`src/rtl/fetch_stage.sv`:
```
// ---------------------------------------------------------------------------
// fetch_stage
//   F stage plus the F/D pipeline register of the 5-stage MIPS core.
//   Holds the fetch PC, registers the fetched word into D and selects the
//   next PC from the D-stage control outputs.
//   Branches and jumps have an architectural delay slot. The word that sits
//   in F while a redirect is decided in D is not flushed.
//
// Ports
//   clk        in   1   system clock, rising edge
//   reset      in   1   synchronous active-high reset, overrides stall
//   stall      in   1   hazard unit freeze of PC and F/D register
//   f_instr    in  32   IM read data for f_pc (combinational IM)
//   d_branch   in   2   Branch control decoded from d_instr
//   d_jump     in   2   Jump control decoded from d_instr
//   d_cmp      in   1   D-stage comparator result, 1 = condition true
//   d_rs_data  in  32   forwarded GPR[rs] in D, jr target
//   f_pc       out 32   current fetch PC, IM address
//   d_instr    out 32   instruction word held in D
//   d_pc       out 32   PC of d_instr
//   d_pc8      out 32   d_pc + 8, jal link value
// ---------------------------------------------------------------------------
module fetch_stage #(
   parameter logic [31:0] PC_RESET    = 32'h0000_3000,
   parameter logic [1:0]  BRANCH_COND = 2'b01,
   parameter logic [1:0]  JUMP_INDEX  = 2'b01,
   parameter logic [1:0]  JUMP_REG    = 2'b10
) (
   input  logic        clk,
   input  logic        reset,
   input  logic        stall,
   input  logic [31:0] f_instr,
   input  logic [1:0]  d_branch,
   input  logic [1:0]  d_jump,
   input  logic        d_cmp,
   input  logic [31:0] d_rs_data,
   output logic [31:0] f_pc,
   output logic [31:0] d_instr,
   output logic [31:0] d_pc,
   output logic [31:0] d_pc8
);

   logic [31:0] f_pc_reg;
   logic [31:0] d_instr_reg;
   logic [31:0] d_pc_reg;

   logic [31:0] f_pc4;
   logic [31:0] d_pc4;
   logic [31:0] branch_offset;
   logic [31:0] branch_target;
   logic [31:0] jump_target;
   logic [31:0] npc;

   assign f_pc4 = f_pc_reg + 32'd4;
   assign d_pc4 = d_pc_reg + 32'd4;

   // Word offset sign-extended to 32 bits and scaled to bytes.
   assign branch_offset = {{14{d_instr_reg[15]}}, d_instr_reg[15:0], 2'b00};
   assign branch_target = d_pc4 + branch_offset;

   // The region bits come from the delay-slot address, not from the jump itself.
   assign jump_target = {d_pc4[31:28], d_instr_reg[25:0], 2'b00};

   // Next-PC select. jr outranks j/jal, which outrank a taken branch.
   // Unused encodings (including 2'b11) fall through to sequential fetch.
   always_comb begin
      npc = f_pc4;
      if (d_jump == JUMP_REG) begin
         npc = d_rs_data;
      end else if (d_jump == JUMP_INDEX) begin
         npc = jump_target;
      end else if ((d_branch == BRANCH_COND) && d_cmp) begin
         npc = branch_target;
      end
   end

   // While stalled, the redirect is simply not applied. The controlling
   // instruction stays in D, so the select is evaluated again once stall drops.
   always_ff @(posedge clk) begin
      if (reset) begin
         f_pc_reg    <= PC_RESET;
         d_instr_reg <= 32'h0;
         d_pc_reg    <= 32'h0;
      end else if (!stall) begin
         f_pc_reg    <= npc;
         d_instr_reg <= f_instr;
         d_pc_reg    <= f_pc_reg;
      end
   end

   assign f_pc    = f_pc_reg;
   assign d_instr = d_instr_reg;
   assign d_pc    = d_pc_reg;
   assign d_pc8   = d_pc_reg + 32'd8;

endmodule

```
`config.mk`:
```
export PLATFORM = sky130hd
export DESIGN_NAME = fetch_stage
export DESIGN_NICKNAME = d
export VERILOG_FILES = /design/src/rtl/fetch_stage.sv
export SDC_FILE = /design/constraint.sdc
export NUM_CORES = 1
export LEC_CHECK = 0
export CAP_MARGIN = 20
export CORE_MARGIN = 2
export CORE_UTILIZATION = 45
export DETAILED_ROUTE_END_ITERATION = 6
export GPL_ROUTABILITY_DRIVEN = 0
export PLACE_DENSITY = 0.86
export SYNTH_ARGS = -nofsm -noshare
export SYNTH_HDL_FRONTEND = slang
export SYNTH_SLANG_ARGS = --single-unit
```
`constraint.sdc`:
```
create_clock -name clk -period 3.9 [get_ports clk]
set_clock_uncertainty 0.2 [all_clocks]
set_input_delay 0.585 -clock clk [delete_from_list [all_inputs] [get_ports clk]]
set_output_delay 0.585 -clock clk [all_outputs]
set_load 0.02 [all_outputs]
```
======== Yosys cells after proc, flatten, opt, wreduce, memory -nomap -nowiden ========
Index checks and enable logic that the tools add are counted.
storage, ports and cells
  bits of input ports ..................... 72
  logic and storage cells ................. 14
  memory bits (read-only) ................. 0
  output and inout port bits .............. 128
  latch bits .............................. 0
  bits in writable memories ............... 0
  register bits after elaboration ......... 96
  memories kept ........................... 0
operators by class
  eq/ne operators ......................... 3
  shift-type cells ........................ 0
  $mul .................................... 0
  reductions and logical operators ........ 1
  multiplexer cells ....................... 3
  magnitude comparators ................... 0
  divide/modulo/power cells ............... 0
  bitwise logic cells ..................... 0
  add/subtract/negate cells ............... 4
operator list
  operator                                                                number
  32-bit 2-to-1 mux                                                       3
  32-bit by 3-bit adder with 32-bit output (second input constant)        2
  32-bit adder                                                            1
  32-bit by 4-bit adder with 32-bit output (second input constant)        1
  2-bit by 1-bit equality test with 1-bit output (second input constant)  2
  2-bit equality test (second input constant)                             1
  1-bit logical AND                                                       1

======== Depth between registers and ports, before layout ========
  word-level depth ........................ 5
  mapped depth ............................ 22
  mapped depth without buffers ............ 18

======== Worst setup path before layout ========
OpenSTA, ideal clock, no wires.
  path type ............................... register to register
  start ................................... register d_pc_reg[5] (netlist: d_pc[5])
  end ..................................... register f_pc_reg[29] (netlist: f_pc[29])
  setup time .............................. 0.086 ns
  path buffers ............................ 4
  required time ........................... 3.614 ns
  stages on the path, launching flop included .. 23
  clock period less this slack ............ 4.215 ns
  data arrival time ....................... 3.928 ns
  setup slack ............................. -0.315 ns
  cells stage by stage .................... dfxtp_1 -> buf_4 -> and4_1 -> buf_4 -> and4_4 -> and3_1 -> buf_4 -> and3_1 -> nand2_1 -> inv_1 -> nand2_1 -> xnor2_1 -> ha_1 -> clkbuf_1 -> nand2_1 -> o21ai_0 -> a2111oi_0 -> o21ai_0 -> a41oi_1 -> o21ai_0 -> xor2_1 -> nand2_1 -> a221oi_2
between the ends
  longest elaborated chain between the ends .. 5
ends and longest elaborated chain
  element                                     RTL line  text
  start: declaration                          45        logic [31:0] d_pc_reg;
  start signal: assignment                    87        d_pc_reg <= f_pc_reg;
  32-bit by 3-bit adder with 32-bit output *  55        assign d_pc4 = d_pc_reg + 32'd4;
  32-bit adder                                59        assign branch_target = d_pc4 + branch_offset;
  32-bit 2-to-1 mux                           72        end else if ((d_branch == BRANCH_COND) && d_cmp) begin
  32-bit 2-to-1 mux *                         70        end else if (d_jump == JUMP_INDEX) begin
  32-bit 2-to-1 mux *                         68        if (d_jump == JUMP_REG) begin
  end signal: assignment                      85        f_pc_reg <= npc;
  end: declaration                            43        logic [31:0] f_pc_reg;
Every way passes the cells marked *; elsewhere a longest branch is shown, timed or not.
A chain may end at the register's enable or synchronous reset.

======== Final worst setup path ========
  start ................................... register d_pc_reg[6] (netlist: d_pc[6])
  end ..................................... register f_pc_reg[31] (netlist: f_pc[31])
Same word-level chain as after synthesis.

==> impl_metrics.env <==
export IMPL_min_from="d_instr[30]"
export IMPL_worst_pin_slew_ns=0.817
export IMPL_ys_types=63
export IMPL_violations="negative setup slack"
export IMPL_syn_to_final_growth_pct=40.4
export IMPL_peakVddDrop_uv=226
export IMPL_grt_antenna_before_repair=0
export IMPL_grt_max_degree=65
export IMPL_max_cap_violations=0
export IMPL_drv_slew=0
export IMPL_synthFlopType="dfxtp_1"
export IMPL_cts_tree="yes"
export IMPL_drc_errors=0
export IMPL_wl_per_cell_um=18.9
export IMPL_ys_seq_area_share_pct=26.0
export IMPL_dpl_cell_area_um2=9840
export IMPL_timing_final_crit_share_pct=102
export IMPL_ant_nets=0
export IMPL_p_per_area_nw_per_um2=272
export IMPL_drive_gt1_share_pct=10.5
export IMPL_r2r_start="d_pc[6]"
export IMPL_routed_via_density=5.90
export IMPL_grt_pass1_wl_um=40700
export IMPL_ys_async_sr_fraction_pct=0
export IMPL_yosysWarnings=0
export IMPL_drtIter0Drc=791
export IMPL_clockRootBuffer="clkbuf_16"
export IMPL_cts_sinks=96
export IMPL_clk_pin_slew_ns=0.07
export IMPL_cts_buffers=9
export IMPL_arrival_ns=3.98
export IMPL_crit_start="d_pc[6]"
export IMPL_run_status="complete, but fails checks"
export IMPL_end_kind="flip-flop"
export IMPL_io_buffers=199
export IMPL_clockBufferDepth=2
export IMPL_grt_overflow=0
export IMPL_grt_util_all_layers_pct=28.4
export IMPL_h_tree_depth=3
export IMPL_setup_ws_ns=-0.0853
export IMPL_finalSetupViolCount=2
export IMPL_final_cell_mix="clkdlybuf4s50_1, nor2_1, dfxtp_1, nand2_1, mux2i_1"
export IMPL_finalInstanceArea_um2=10400
export IMPL_postCtsHoldBufs=0
export IMPL_io_pins=200
export IMPL_netlist_area_um2=7380
export IMPL_syn_area_per_cell_um2=7.70
export IMPL_finalHoldViolCount=0
export IMPL_hold_slack_ns=0.299
export IMPL_ys_ff_latch=96
export IMPL_dpl_cell_count=1365
export IMPL_coreArea_um2=15900
export IMPL_syn_inst=958
export IMPL_place_ws_ns=-0.120
export IMPL_slew_headroom_pct=45.3
export IMPL_grt_pass1_vias=7986
export IMPL_min_period_ns=3.99
export IMPL_clk_latency_ns=0.36
export IMPL_final_common_cell="clkdlybuf4s50_1"
export IMPL_synth_edf_count=0
export IMPL_drtPass1Iterations=7
export IMPL_die_w_um=132
export IMPL_required_ns=3.90
export IMPL_stdcell_count=1386
export IMPL_startpoint_type="flip-flop"
export IMPL_start_util_pct=46.3
export IMPL_p_leak_nw=4.27
export IMPL_syn_nets=1069
export IMPL_dieArea_um2=17400
export IMPL_min_path_type="reg -> reg"
export IMPL_routed_wl_um=26300
export IMPL_antenna_cells=0
export IMPL_die_y_um=132
export IMPL_setup_worst_path_class="reg -> reg"
export IMPL_max_freq_ghz=0.251
export IMPL_crit_fanout=4
export IMPL_place_hpwl_um=18800
export IMPL_num_rows=46
export IMPL_vias=8177
export IMPL_final_net_count=1276
[cell usage after synthesis (4+ instances only)]
master / instances / share of area [%]
xnor2_1: 74 / 8.8
a31oi_1: 5 / 0.42
and3_1: 20 / 1.7
mux2i_1: 71 / 9.6
a211oi_1: 15 / 1.5
nor3b_1: 4 / 0.41
a22oi_1: 6 / 0.61
inv_1: 28 / 1.4
a21o_1: 13 / 1.3
nand2b_1: 5 / 0.42
dfxtp_1: 96 / 26
o22ai_1: 7 / 0.59
buf_4: 7 / 0.71
o211ai_1: 8 / 0.81
nand2_1: 84 / 4.3
a221oi_1: 7 / 0.83
nor2_1: 145 / 7.4
ha_1: 38 / 6.4
nand4_1: 19 / 1.6
clkbuf_1: 49 / 2.5
nor3_1: 10 / 0.68
o31a_1: 4 / 0.47
o21bai_1: 4 / 0.41
buf_1: 8 / 0.41
o221ai_1: 5 / 0.59
and2_1: 5 / 0.42
o21ai_0: 32 / 2.2
xor2_1: 34 / 4.0
nand3_1: 37 / 2.5
a21oi_1: 64 / 4.3
[area by class of cell]
type                       count  area (um^2)
multi-input combinational    767         5280
inverter                      28          108
sequential                    96         1930
tap                          216          270
fill                        1299         5580
clock buffer                  14          264
clock inverter                 2         37.5
timing repair buffer         263         2470
[worst max-delay path, cell delays in order (launching register included)]
cell      delay, ns
dfxtp_4        0.35
and4_4         0.22
and4_4         0.24
nand3_1        0.13
inv_1          0.12
nand3_1        0.13
xnor2_1        0.18
ha_1           0.33
a21oi_1        0.29
buf_4          0.19
nor2_1         0.05
a211oi_1       0.29
o31a_1         0.27
o21ai_1        0.11
a21oi_2        0.19
o41ai_2        0.12
xnor2_1        0.24
o221ai_1       0.17
[repair_timing]
item                                    in CTS  in global routing
setup buffers                                0                  5
resized for setup                            6                 29
pin swaps                                    2                 12
endpoints found under the setup margin       4                 10
[power by group]
part / leakage [nW] / internal [mW] / total [mW] / switching [mW]
Sequential: 0.790 / 1.04 / 1.12 / 0.0810
Clock: 0.143 / 0.533 / 0.920 / 0.387
Combinational: 3.33 / 0.374 / 0.786 / 0.412
[logic make-up after synthesis]
| group | after synthesis | share of synthesized area [%] |
|---|---|---|
| AND/OR/NAND/NOR | 351 | 21.9 |
| AO/OA/AOI/OAI | 197 | 17.5 |
| XOR/XNOR | 109 | 13.0 |
| flip-flops | 96 | 26.0 |
| buffers and inverters | 95 | 5.24 |
| multiplexers | 71 | 9.63 |
| adder cells (fa/ha/maj) | 39 | 6.71 |
[worst paths after layout]
| path | to | slack, ns | cells past startpoint |
|---|---|---|---|
| worst max-delay path | f_pc[31] | -0.09 | 17 |
| worst min-delay path | d_instr[30] | 0.30 | 2 |
| worst max register to register | f_pc[31] | -0.09 | 17 |
| worst min register to register | d_instr[30] | 0.30 | 2 |
[layer usage]
layer  track usage [%]  vias to the layer above  routed length [um]
met4              11.5                        0                 845
met3              6.96                       89                2680
li1                  -                     3783                   -
met2              48.2                      476               12700
met5                 0                        -                   0
met1              34.3                     3829               10100
[stage by stage]
stage	power (mW)	utilization, %	TNS, ns
detailed placement	1.89	61.7	-0.178
global route	2.93	65.0	-0.416
finish	2.82	65.0	-0.117
global placement	1.87	61.7	-0.0448
floorplan	1.55	-	0
CTS	2.80	63.7	0
Note: power is estimated with default switching activity, not from simulation.
